==> config.mk <==
export PLATFORM = sky130hd
export DESIGN_NAME = serial_pattern_generator
export DESIGN_NICKNAME = d
export VERILOG_FILES = /design/src/rtl/serial_pattern_generator.sv
export SDC_FILE = /design/constraint.sdc
export NUM_CORES = 1
export LEC_CHECK = 0
export ABC_AREA = 1
export ABC_CLOCK_PERIOD_IN_PS = 3800
export CAP_MARGIN = 30
export CELL_PAD_IN_SITES_DETAIL_PLACEMENT = 1
export CELL_PAD_IN_SITES_GLOBAL_PLACEMENT = 1
export CORE_MARGIN = 2
export CORE_UTILIZATION = 40
export CTS_CLUSTER_SIZE = 16
export DETAILED_ROUTE_END_ITERATION = 7
export PLACE_DENSITY = 0.9
export REMOVE_ABC_BUFFERS = 1
export SKIP_LAST_GASP = 1
export SLEW_MARGIN = 20
export SYNTH_ARGS = -nofsm -noshare
export SYNTH_HDL_FRONTEND = slang
export SYNTH_SLANG_ARGS = --single-unit
==> constraint.sdc <==
create_clock -name i_clk -period 3.8 [get_ports i_clk]
set_clock_uncertainty 0.05 [all_clocks]
set_input_delay 1.14 -clock i_clk [delete_from_list [all_inputs] [get_ports i_clk]]
set_output_delay 1.14 -clock i_clk [all_outputs]
set_load 0.01 [all_outputs]
==> src/rtl/serial_pattern_generator.sv <==
// ---------------------------------------------------------------------------
// serial_pattern_generator
//
// Serial bit-pattern transmitter. A start request in IDLE captures a parallel
// pattern, a length and a repeat count. The active bits pattern[L-1:0] are then
// shifted out MSB-first, one bit per clock, back-to-back for R repetitions.
// A one-cycle done pulse follows the last bit.
//
// Ports:
//   i_clk     - rising-edge clock
//   i_rst     - synchronous active-high reset; aborts any transfer, no done
//   i_start   - transmit request, sampled only while idle
//   i_pattern - bits to send; the active bits are i_pattern[len-1:0]
//   i_len     - bits per repetition; values above PAT_W are clamped to PAT_W
//   i_reps    - repetition count; 0 is treated as 1
//   o_x       - serial data bit; forced to 0 whenever o_valid is low
//   o_valid   - high in every cycle where o_x carries a pattern bit
//   o_busy    - high from the first cycle after an accepted start through done
//   o_done    - one-cycle completion pulse
//
// Every output is a flop. The next-state logic also computes the next output
// values, so there is no combinational path from any input to any output.
// ---------------------------------------------------------------------------
module serial_pattern_generator #(
  parameter int PAT_W = 8,
  parameter int LEN_W = 4,
  parameter int REP_W = 4
) (
  input  logic             i_clk,
  input  logic             i_rst,
  input  logic             i_start,
  input  logic [PAT_W-1:0] i_pattern,
  input  logic [LEN_W-1:0] i_len,
  input  logic [REP_W-1:0] i_reps,
  output logic             o_x,
  output logic             o_valid,
  output logic             o_busy,
  output logic             o_done
);

  localparam int IDX_W = (PAT_W > 1) ? $clog2(PAT_W) : 1;

  localparam logic [LEN_W-1:0] LEN_MAX  = LEN_W'(PAT_W);
  localparam logic [LEN_W-1:0] LEN_ONE  = LEN_W'(1);
  localparam logic [LEN_W-1:0] LEN_ZERO = {LEN_W{1'b0}};
  localparam logic [REP_W-1:0] REP_ONE  = REP_W'(1);
  localparam logic [REP_W-1:0] REP_ZERO = {REP_W{1'b0}};

  typedef enum logic [1:0] {
    ST_IDLE  = 2'd0,
    ST_SHIFT = 2'd1,
    ST_DONE  = 2'd2
  } state_t;

  state_t           r_state;
  logic [PAT_W-1:0] r_pat;
  logic [LEN_W-1:0] r_len;
  logic [LEN_W-1:0] r_idx;
  // Repetitions still to send after the current one.
  logic [REP_W-1:0] r_rep;
  logic             r_x;
  logic             r_valid;
  logic             r_busy;
  logic             r_done;

  state_t           w_state_nxt;
  logic [PAT_W-1:0] w_pat_nxt;
  logic [LEN_W-1:0] w_len_nxt;
  logic [LEN_W-1:0] w_idx_nxt;
  logic [REP_W-1:0] w_rep_nxt;
  logic [LEN_W-1:0] w_len_eff;
  logic [REP_W-1:0] w_rep_eff;
  logic             w_x_nxt;
  logic             w_valid_nxt;
  logic             w_busy_nxt;
  logic             w_done_nxt;

  // Effective length and repeat count of a request.
  always_comb begin
    w_len_eff = (i_len > LEN_MAX) ? LEN_MAX : i_len;
    w_rep_eff = (i_reps == REP_ZERO) ? REP_ONE : i_reps;
  end

  // Next-state and counter logic.
  always_comb begin
    w_state_nxt = r_state;
    w_pat_nxt   = r_pat;
    w_len_nxt   = r_len;
    w_idx_nxt   = r_idx;
    w_rep_nxt   = r_rep;
    case (r_state)
      ST_IDLE: begin
        if (i_start) begin
          w_pat_nxt = i_pattern;
          w_len_nxt = w_len_eff;
          w_rep_nxt = w_rep_eff - REP_ONE;
          if (w_len_eff == LEN_ZERO) begin
            w_state_nxt = ST_DONE;
            w_idx_nxt   = LEN_ZERO;
          end else begin
            w_state_nxt = ST_SHIFT;
            w_idx_nxt   = w_len_eff - LEN_ONE;
          end
        end else begin
          w_state_nxt = ST_IDLE;
        end
      end
      ST_SHIFT: begin
        if (r_idx == LEN_ZERO) begin
          if (r_rep != REP_ZERO) begin
            // Wrap to the MSB of the next repetition with no idle gap.
            w_idx_nxt = r_len - LEN_ONE;
            w_rep_nxt = r_rep - REP_ONE;
          end else begin
            w_state_nxt = ST_DONE;
          end
        end else begin
          w_idx_nxt = r_idx - LEN_ONE;
        end
      end
      ST_DONE: begin
        w_state_nxt = ST_IDLE;
      end
      default: begin
        w_state_nxt = ST_IDLE;
      end
    endcase
  end

  // Output values for the next cycle, decoded from the next state.
  always_comb begin
    w_valid_nxt = (w_state_nxt == ST_SHIFT);
    w_busy_nxt  = (w_state_nxt != ST_IDLE);
    w_done_nxt  = (w_state_nxt == ST_DONE);
    if (w_valid_nxt) begin
      w_x_nxt = w_pat_nxt[w_idx_nxt[IDX_W-1:0]];
    end else begin
      w_x_nxt = 1'b0;
    end
  end

  // State, capture registers and registered outputs.
  always_ff @(posedge i_clk) begin
    if (i_rst) begin
      r_state <= ST_IDLE;
      r_pat   <= {PAT_W{1'b0}};
      r_len   <= LEN_ZERO;
      r_idx   <= LEN_ZERO;
      r_rep   <= REP_ZERO;
      r_x     <= 1'b0;
      r_valid <= 1'b0;
      r_busy  <= 1'b0;
      r_done  <= 1'b0;
    end else begin
      r_state <= w_state_nxt;
      r_pat   <= w_pat_nxt;
      r_len   <= w_len_nxt;
      r_idx   <= w_idx_nxt;
      r_rep   <= w_rep_nxt;
      r_x     <= w_x_nxt;
      r_valid <= w_valid_nxt;
      r_busy  <= w_busy_nxt;
      r_done  <= w_done_nxt;
    end
  end

  assign o_x     = r_x;
  assign o_valid = r_valid;
  assign o_busy  = r_busy;
  assign o_done  = r_done;

endmodule

==> results.json, run 1 <==
{
  "status": "finished, final reports clean",
  "wl_per_cell_um": 13.6,
  "cts_setup_buffers": 0,
  "synth_cells": 207,
  "met2_usage_pct": 37.2,
  "synth_cell_types": 31,
  "yosysWarnings": 0,
  "tns_ns": 0,
  "dp.final_hpwl_um": 2960,
  "cts_resized": 0,
  "max-vdd-ir-drop_mv": 0.252,
  "worstSetupStartpointType": "primary input",
  "crit_required_ns": 4.00,
  "cp-startpoint": "i_len[1]",
  "max_cap_violations": 0,
  "worstPathArrival_ns": 3.07,
  "die_w_um": 64.1,
  "rows": 21,
  "overflow": 0,
  "drt_pass1_iterations": 4,
  "yosysSeqAreaShare_pct": 36.0,
  "synth_area_leader_cell": "dfxtp_1",
  "hold_buffers": 0,
  "cts_tree": "done",
  "fmax_mhz": 347,
  "chipHeight_um": 64.1,
  "p_leak_nw": 0.837,
  "antenna_left": 0,
  "io_pins": 23,
  "synth-seq-cells": 26,
  "layout_common_cells": "36 x nand2_1, 30 x nor2_1, 27 x inv_1",
  "cts_max_level": 1,
  "grt_pass1_wl_um": 6290,
  "final_common_cell": "nand2_1",
  "drc": 0,
  "nets": 256,
  "die_area_mm2": 0.00411,
  "numCtsBuffers": 3,
  "relSlewSlack_pct": 61.3,
  "start_util_pct": 42.6,
  "tightest_slew_ns": 0.578,
  "vias_per_cell": 5.12,
  "min_path_type": "flop to flop",
  "setup_viol": 0,
  "hold_violations": 0,
  "vias": 1418,
  "grt_antenna_before_repair": 0,
  "clockBufferDepth": 2,
  "syn_area_per_cell_um2": 6.98,
  "cp_max_fo": 5,
  "clk-insertion-delay-late_ns": 0.33,
  "synth_top_area_share_pct": 36.0,
  "final.period_utilization_pct": 75.7,
  "drt_wl_total_um": 3770,
  "clk_pin_slew_ns": 0.15,
  "netlist_area_mm2": 0.00144,
  "seq_area_um2": 520,
  "syn_to_final_growth_pct": 22.5,
  "min_period_ns": 2.88,
  "gp_congestion": 0.819,
  "final_util_pct": 52.2,
  "drt_iter0_drc": 48,
  "grt_busiest_layer": "met2",
  "grt_pass1_vias": 1420,
  "crit_path_end_kind": "flop",
  "crit_type": "primary input to flop",
  "grt_max_degree": 16,
  "diodes": 0,
  "clkSinkCount": 26,
  "drive_gt1_share_pct": 8.66,
  "grt_usage_pct": 19.6,
  "drv_slew": 0,
  "synthTopCellsByArea": "dfxtp_1 36%, nand2_1 9.4%, nor2_1 7.8%",
  "multi_input_area_um2": 792,
  "nFillCells": 442,
  "hp-start": "r_rep[0]",
  "rsz0062_at_grt": "no",
  "power_density_mw_per_mm2": 473,
  "port_buffers": 22,
  "power.total_uw": 836,
  "whs_ns": 0.435,
  "grt_util_met3_pct": 3.17,
  "cts_root_buf": "clkbuf_4",
  "regToRegStartpoint": "r_idx[0]",
  "core_area_mm2": 0.00339,
  "gr-usage-met1_pct": 23.2
}
state kept, by name (all words and copies together), names as in the netlist:
name,flops
o_busy,1
o_done,1
r_rep,4
r_len,4
r_state,2
o_valid,1
r_pat,8
o_x,1
r_idx,4
where the power goes:
group / internal, mW / total, mW / switching [mW]
combinational: 0.121 / 0.315 / 0.194
clock: 0.107 / 0.195 / 0.0878
sequential: 0.308 / 0.327 / 0.0188
Yosys cell counts:
master,count
o21ai_0,14
xor2_1,2
nor3_4,1
nand2_1,36
or2_0,1
buf_4,1
nand3_2,1
nor3_1,2
a22oi_1,1
o31ai_1,1
inv_4,1
nor2_1,30
nor2_4,1
nand2_2,4
a211oi_1,1
buf_2,1
buf_1,1
and3_1,1
mux2i_1,7
inv_2,1
nand3_1,17
inv_1,27
dfxtp_1,26
a21oi_2,1
nor2_2,3
clkbuf_1,1
xnor2_1,2
a21oi_1,15
or2_2,1
ha_1,5
o21ai_1,1
cell families after synthesis:
family	count (synthesis)	synth area share [%]
AND/OR/NAND/NOR	98	30.7
XOR/XNOR	4	2.43
flip-flops	26	36.0
AO/OA/AOI/OAI	34	12.6
adder cells (fa/ha/maj)	5	4.33
buffers and inverters	33	9.10
multiplexers	7	4.85
worst paths after layout:
path / endpoint / slack (ns) / cells past startpoint
hold reg to reg: r_rep[0] / 0.43 / 2
setup / recovery: o_x / 0.92 / 15
setup reg to reg: o_x / 1.90 / 12
hold / removal: r_rep[0] / 0.43 / 2
per-stage QoR:
step	instances	worst slack, ns	area [um^2]
detailed placement	273	0.568	1720
CTS	277	0.931	1770
global placement	273	0.611	1720
global route	277	0.692	1770
finish	277	0.922	1770
floorplan	203	1.24	1420
layout make-up:
cell class,instances,share of cell area [%]
Clock buffer,3,1.27
Sequential cell,26,29.4
Inverter,29,6.29
Tap cell,46,3.25
Multi-Input combinational cell,148,44.8
Clock inverter,1,1.70
Timing Repair Buffer,24,13.3
critical path, cell delays in order:
cell,delay (ns)
clkdlybuf4s50_1,0.41
nor2_1,0.14
nand2_1,0.06
nand2_1,0.05
nand2_1,0.10
ha_1,0.21
nand3_1,0.16
nand2_1,0.07
o21ai_0,0.19
nand2_1,0.08
and3_1,0.22
inv_1,0.06
nand2_1,0.04
nor2_1,0.08
nor2_1,0.05
routing by layer:
metal | part of all wire [%] | wire length, um
met1 | 47 | 1780
met4 | 0.74 | 28
met5 | 0 | 0
met3 | 1.9 | 70
met2 | 50 | 1890
Power figures use the tool's default switching activity.
==> inputs of run 2 (changes only) <==
- ABC_CLOCK_PERIOD_IN_PS: 3800 -> 2700
- CORE_UTILIZATION: 40 -> 37
- PLACE_DENSITY: 0.9 -> 0.84
- clock period: 3.8 -> 2.7 ns (I/O delays scaled with it)
==> run 2 against run 1 <==
  * Total power rose by 54%
  * Die area up 7.6%
  * Utilization decreased by 1.1 points
  * Final cell count rose by 5.4%
  * Combinational power grew 56%
  * Via count increased by 2.6%
  * Clock power increased by 74%
==> results.json, run 2 (same netlist as run 1, synthesis figures left out) <==
{
  "status": "finished, final reports clean",
  "final.period_utilization_pct": 93.8,
  "drt_wl_total_um": 4100,
  "diodes": 0,
  "clockPowerShare_pct": 26.3,
  "crit_required_ns": 2.83,
  "seq_area_um2": 520,
  "net-switching-power_uw": 464,
  "drt_pass1_iterations": 4,
  "vias": 1455,
  "p_leak_nw": 0.923,
  "p_int_uw": 827,
  "grt_antenna_before_repair": 0,
  "numCtsBuffers": 3,
  "seq_power_share_pct": 35.7,
  "hold_buffers": 0,
  "drt_iter0_drc": 38,
  "port_buffers": 22,
  "rows": 22,
  "ff2ff_path_depth": 14,
  "final_common_cell": "nand2_1",
  "syn_to_final_growth_pct": 31.6,
  "io_pins": 23,
  "cp_max_fo": 4,
  "combPwrFrac_pct": 38.0,
  "layout_common_cells": "34 x nand2_1, 29 x nor2_1, 26 x dfxtp_1",
  "overflow": 0,
  "clk_pin_slew_ns": 0.10,
  "tns_ns": 0,
  "cts_max_level": 1,
  "final_cell_area_mm2": 0.00190,
  "max_cap_violations": 0,
  "swShare_pct": 36.0,
  "place_area_mm2": 0.00181,
  "dp_cells": 287,
  "crit_path_end_kind": "flop",
  "tightest_slew_ns": 0.476,
  "dp.final_hpwl_um": 3000,
  "core_area_mm2": 0.00372,
  "min_path_cells": 2,
  "gp_congestion": 0.796,
  "pre_cts_ws_ns": -0.219,
  "start_util_pct": 38.9,
  "hold_violations": 0,
  "largest_reg_flops": 8,
  "vias_per_cell": 4.98,
  "nFillCells": 495,
  "grt_pass1_vias": 1443,
  "min_period_ns": 2.53,
  "drive_gt1_share_pct": 15.6,
  "clockBufferDepth": 2,
  "worstSetupStartpointType": "primary input",
  "fmax_mhz": 395,
  "grt_usage_pct": 19.9,
  "grt_pass1_wl_um": 6600,
  "worstPathArrival_ns": 2.67,
  "die_area_mm2": 0.00442,
  "wl_per_cell_um": 14.1,
  "cts_root_buf": "clkbuf_8",
  "multi_input_area_um2": 800,
  "setup_viol": 0,
  "drv_slew": 0,
  "clk-insertion-delay-late_ns": 0.28,
  "drc": 0,
  "antenna_left": 0,
  "die_w_um": 66.5,
  "clkSinkCount": 26,
  "setup_ws_ns": 0.168,
  "cts_tree": "done",
  "final_util_pct": 51.1,
  "power_density_mw_per_mm2": 679,
  "grt_max_degree": 16,
  "top_register": "r_pat",
  "fin_cells": 292,
  "crit_type": "primary input to flop",
  "min_path_type": "flop to flop",
  "relSlewSlack_pct": 68.2,
  "chipHeight_um": 66.5,
  "max-vdd-ir-drop_mv": 0.248,
  "nets": 269
}
run 2: cell types whose count changed in the layout (fill, tap and decap cells not counted), sizes merged:
cell           change
clkdlybuf4s50      -2
buf               +13
dlymetal6s2s       +2
run 2: power by group through the flow:
| stage | Clock, mW | Sequential [mW] | Combinational, mW |
|---|---|---|---|
| after floorplan | 0 | 0.466 | 0.309 |
| after global placement | 0 | 0.467 | 0.449 |
| after detailed placement | 0 | 0.469 | 0.470 |
| after CTS | 0.343 | 0.461 | 0.485 |
| after global routing | 0.356 | 0.466 | 0.546 |
| final | 0.340 | 0.461 | 0.490 |
run 2: metrics by stage:
stage / power [mW] / hold slack (ns)
floorplan: 0.774 / 0.393
global placement: 0.916 / 0.416
detailed placement: 0.939 / 0.427
CTS: 1.29 / 0.440
global route: 1.37 / 0.468
finish: 1.29 / 0.432
run 2: what timing repair did:
action / CTS / global route
endpoints found under the setup margin: 0 / 2
setup buffers: 0 / 1
gates resized for setup: 0 / 7
run 2: routing by layer:
metal | vias to the layer above | track usage (%) | wire length, um
met5 | - | 0 | 0
met4 | 0 | 9.44 | 105
met3 | 9 | 2.53 | 100
met2 | 28 | 34.9 | 2020
met1 | 682 | 23.9 | 1880
li1 | 736 | - | -
run 2: final timing paths:
kind / start / endpoint / slack [ns]
hold reg to reg: r_rep[0] / r_rep[0] / 0.43
setup reg to reg: r_idx[0] / o_x / 0.66
hold / removal: r_rep[0] / r_rep[0] / 0.43
setup / recovery: i_len[2] / o_x / 0.17
run 2: worst max-delay path: stages:
cell and delay, ns:
clkdlybuf4s50_1 0.41, inv_2 0.06, nand2_1 0.06, nand2_1 0.07
nand2_2 0.07, ha_1 0.20, nand3_1 0.13, nand2_1 0.07
o21ai_0 0.18, nand2_1 0.09, and3_1 0.21, inv_1 0.06
nand2_1 0.05, nor2_1 0.13, nor2_1 0.07
run 2: cell type report:
| cell class | instances | area share [%] |
|---|---|---|
| sequential | 26 | 27.4 |
| inverter | 29 | 5.86 |
| timing repair buffer | 37 | 17.8 |
| clock inverter | 1 | 1.58 |
| tap | 48 | 3.16 |
| clock buffer | 3 | 2.17 |
| multi-input combinational | 148 | 42.1 |
